`config.mk`:
```
export PLATFORM = sky130hd
export DESIGN_NAME = cardinal_nic
export DESIGN_NICKNAME = d
export VERILOG_FILES = /design/src/rtl/cardinal_nic.sv
export SDC_FILE = /design/constraint.sdc
export NUM_CORES = 1
export LEC_CHECK = 0
export ABC_CLOCK_PERIOD_IN_PS = 1900
export CORE_MARGIN = 2
export CORE_UTILIZATION = 45
export DETAILED_ROUTE_END_ITERATION = 8
export HOLD_SLACK_MARGIN = 0.08
export PLACE_DENSITY_LB_ADDON = 0.12
export SLEW_MARGIN = 20
export SYNTH_ARGS = -nofsm -noshare
export SYNTH_HDL_FRONTEND = slang
export SYNTH_SLANG_ARGS = --single-unit
```
`constraint.sdc`:
```
create_clock -name Clock -period 1.9 [get_ports Clock]
set_input_delay 0.38 -clock Clock [delete_from_list [all_inputs] [get_ports Clock]]
set_output_delay 0.38 -clock Clock [all_outputs]
set_load 0.01 [all_outputs]
```
`src/rtl/cardinal_nic.sv`:
```
// cardinal_nic: processor-side register interface bridging one router port.
// One-entry receive buffer (router -> processor) and one-entry transmit buffer
// (processor -> router), each with a full flag. Packets use big-endian bit
// numbering; bit 0 of the transmit packet is the virtual-channel bit and must
// match the router's polarity for the packet to leave.
module cardinal_nic #(
  parameter int unsigned DATA_W = 64,
  parameter int unsigned ADDR_W = 2
) (
  input  logic              Clock,
  input  logic              Reset,
  input  logic [ADDR_W-1:0] addr,
  input  logic [0:DATA_W-1] d_in,
  output logic [0:DATA_W-1] d_out,
  input  logic              nicEn,
  input  logic              nicWrEn,
  input  logic              net_si,
  output logic              net_ri,
  input  logic [0:DATA_W-1] net_di,
  output logic              net_so,
  input  logic              net_ro,
  output logic [0:DATA_W-1] net_do,
  input  logic              net_polarity
);

  localparam logic [ADDR_W-1:0] A_IN_BUF     = ADDR_W'(0);
  localparam logic [ADDR_W-1:0] A_IN_STATUS  = ADDR_W'(1);
  localparam logic [ADDR_W-1:0] A_OUT_BUF    = ADDR_W'(2);
  localparam logic [ADDR_W-1:0] A_OUT_STATUS = ADDR_W'(3);

  logic [0:DATA_W-1] in_buf;
  logic [0:DATA_W-1] out_buf;
  logic              in_full;
  logic              out_full;

  logic              load;
  logic              rd_in_buf;
  logic              rx_take;
  logic              store_take;
  logic              send;
  logic [0:DATA_W-1] load_data;

  // Access decode and handshake conditions, all from pre-edge state.
  always_comb begin
    load       = nicEn & ~nicWrEn;
    rd_in_buf  = load & (addr == A_IN_BUF);
    rx_take    = net_si & ~in_full;
    store_take = nicEn & nicWrEn & (addr == A_OUT_BUF) & ~out_full;
    send       = out_full & net_ro & (net_polarity == out_buf[0]);
    load_data  = '0;
    case (addr)
      A_IN_BUF:     load_data = in_buf;
      A_IN_STATUS:  load_data = DATA_W'(in_full);
      A_OUT_BUF:    load_data = '0;
      A_OUT_STATUS: load_data = DATA_W'(out_full);
      default:      load_data = '0;
    endcase
  end

  // Receive buffer: router fills when empty, a load of in_buf drains it.
  always_ff @(posedge Clock or negedge Reset) begin
    if (!Reset) begin
      in_buf  <= '0;
      in_full <= 1'b0;
    end else if (rx_take) begin
      in_buf  <= net_di;
      in_full <= 1'b1;
    end else if (rd_in_buf) begin
      in_full <= 1'b0;
    end
  end

  // Transmit buffer: store fills when empty, a send empties it (data kept).
  always_ff @(posedge Clock or negedge Reset) begin
    if (!Reset) begin
      out_buf  <= '0;
      out_full <= 1'b0;
    end else if (send) begin
      out_full <= 1'b0;
    end else if (store_take) begin
      out_buf  <= d_in;
      out_full <= 1'b1;
    end
  end

  // Registered load data and one-cycle send strobe.
  always_ff @(posedge Clock or negedge Reset) begin
    if (!Reset) begin
      d_out  <= '0;
      net_so <= 1'b0;
    end else begin
      net_so <= send;
      if (load) d_out <= load_data;
    end
  end

  // Router-facing views of buffer state; no path from processor inputs.
  always_comb begin
    net_ri = ~in_full;
    net_do = out_buf;
  end

endmodule
```
==> impl_metrics.ini <==
[run_status]
status = complete, no violations

[worst_setup_path]
r2r_cells = 3
end_kind = primary output
reg2reg_from = in_full
r2r_setup_slack_ns = 0.50
cp_num_cells = 1
worst_ep_required_time_ns = 1.52
timing.rr.end = in_buf[0]
path_class = reg2out
worstPathArrival_ns = 1.38
path_delay_family = buffers and inverters
cp_slowest_cell = clkdlybuf4s50_1
critPathLaunchType = flip-flop
path_cells = clkdlybuf4s50_1
path_max_fanout = 3
slowest_delay_ns = 0.57
critPathBufInv = 1

[logic_synthesis]
synth_fp_nets = 565
yosys_warnings = 0
synth_compound_area_share_pct = 7.83
avgSynthCellArea_um2 = 17.3
synth-adder-area-share_pct = 0
syn_inst = 428
synth_flop_cell = dfrtp_1
yosysMostFrequentCell = dfrtp_1
muxShareOfSynthArea_pct = 22.2
synth_top_family_by_area = multiplexers
netlist_area_mm2 = 0.00739
synth_xor_area_share_pct = 0.119
ys_types = 21
synth_area_leaders = dfrtp_1 66%, mux2_2 11%, mux2_4 10%
synthSimpleGateAreaFrac_pct = 1.12
ys_seq_area_share_pct = 66.1
ys_seq_elements = 195
synthTopCellsByCount = 195 x dfrtp_1, 69 x mux2_2, 63 x a22o_1
synthArstFlopShare_pct = 100
yosysTopAreaCell = dfrtp_1
yosysTopAreaCellShare_pct = 66.1
synth_edf_count = 0

[cts]
cts_sinks = 195
clk_pin_slew_ns = 0.07
cts_tree = yes
htreeDepth = 4
clockBufferDepth = 2
cts-root-buf = clkbuf_16
cts_setup_buffers = 0
clk_latency_ns = 0.42
numCtsBuffers = 17

[layout]
num-nets-final = 844
fin_util_pct = 69.0
layout-drive-gt1-share_pct = 24.4
n_antenna_cell = 0
area_delta_synth_final_pct = 49.0
fillers = 1111

[timing]
finalSetupTns_ns = 0
fin_hold_ws_ns = 0.454
setup_viol = 0
worst_slack_ns = 0.140
period_share_pct = 92.6
slew_headroom_pct = 71.8
skew_ns = 0.00483
rsz0062_at_grt = no
max_freq_mhz = 568
tightestPinTransition_ns = 0.423
finalHoldViolations = 0
period_needed_ns = 1.76
final-max-slew-violation-count = 0

[drt]
vias_per_cell = 5.08
drc_errors = 0
ant_nets = 0
vias = 4755
wl_per_cell_um = 19.5
drt-total-wl_mm = 18.3
drtPass1Iterations = 4
initialDrtViolationCount = 208

[grt]
grt_busiest_layer = met2
grt_remaining_overflow = 0
antenna_found_initial = 0
grt_max_degree = 55
grtUsageMet2_pct = 35.5
grt_pass1_vias = 5175
grtUsageMet3_pct = 6.19
grt_pass1_wl_mm = 29.5
grt_use_met1_pct = 27.4
grt_use_total_pct = 21.6

[floorplan]
rows = 46
io_pins = 267
die_x_um = 132
die_y_um = 132
die_area_mm2 = 0.0175
coreArea_mm2 = 0.0159
start_util_pct = 46.3

[power]
powerDensity_mw_per_mm2 = 1420
p_leak_nw = 4.80
ir_drop_uv = 704

[place]
portBuffers = 266
hpwl_mm = 13.0
post-place-ws_ns = -0.0742
gp_congestion = 0.779

[worst_hold_path]
worstHoldPathType = in2async

[run]
cap_violations = 0
==> timing repair <==
action | CTS | global route
endpoints found under the hold margin | 30 | 0
hold buffers | 1 | 0
setup endpoints to repair | 1 | 0
gates resized for setup | 1 | 0
==> sequential cells by signal (all words and copies together) (netlist names) <==
register and cells:
d_out 64, in_buf 64, in_full 1, net_do 64, net_so 1, out_full 1
==> kinds of logic (layout without fill, tap and decap cells) <==
family / count (synthesis) / after routing
xor gates and xnor gates: 1 / 1
buffers and inverters: 29 / 321
AOI/OAI and AO/OA: 67 / 67
muxes: 129 / 129
DFF: 195 / 195
and+or+nand+nor: 7 / 7
==> report_power, final <==
part           switching, mW  internal [mW]  total (mW)
sequential             0.930           5.79        6.72
combinational           1.73           3.50        5.24
clock                   1.55           2.09        3.64
==> per-stage QoR <==
step	total power, mW	std cells	area [um2]
finish	15.6	936	11000
global route	16.4	936	11000
CTS	15.8	936	11000
detailed placement	12.1	903	10400
global placement	11.9	903	10400
floorplan	9.16	428	7390
==> area by class of cell <==
cell class / count / area [um2] / area share [%]
flip-flops and latches: 195 / 4880 / 44.3
repair buffers: 286 / 2920 / 26.5
multi-input cells: 204 / 2320 / 21.1
clock buffers: 21 / 480 / 4.37
well taps: 216 / 270 / 2.46
clock inverters: 11 / 125 / 1.14
inverters: 3 / 11.3 / 0.102
==> worst max-delay path by stage <==
stage | start | to | slack [ns]
after floorplan | addr[0] | net_do[51] | 0.50
after global placement | addr[1] | net_do[37] | -0.04
after detailed placement | addr[1] | net_do[53] | -0.07
after CTS | net_do[0] | net_do[0] | 0.12
after global routing | d_out[54] | d_out[54] | 0.1
final | net_do[0] | net_do[0] | 0.14
==> routing by layer <==
metal | routed length, um | share of wire [%] | vias to the layer above
li1 | - | - | 2113
met4 | 378 | 2.1 | 0
met3 | 1240 | 6.8 | 28
met2 | 8870 | 49 | 174
met1 | 7760 | 43 | 2440
met5 | 0 | 0 | -
==> layout by cell type, fill, tap and decap left out <==
cell type	count
o21bai_1	1
buf_4	11
clkinv_2	3
dlygate4sd3_1	1
a21oi_1	2
inv_6	2
nor3_4	1
and3_1	1
a221oi_1	1
clkinv_4	2
a22o_1	63
nor2_8	1
xnor2_1	1
clkbuf_8	5
dfrtp_1	195
buf_12	8
inv_1	3
clkinvlp_4	2
bufinv_16	2
nor2_1	1
mux2_1	10
clkbuf_16	17
mux2_2	69
nand4b_4	1
nor2b_4	1
clkdlybuf4s50_1	264
dlygate4sd2_1	1
mux2_4	50
nand2b_2	1
No activity file was read; power rests on OpenSTA's default activity.
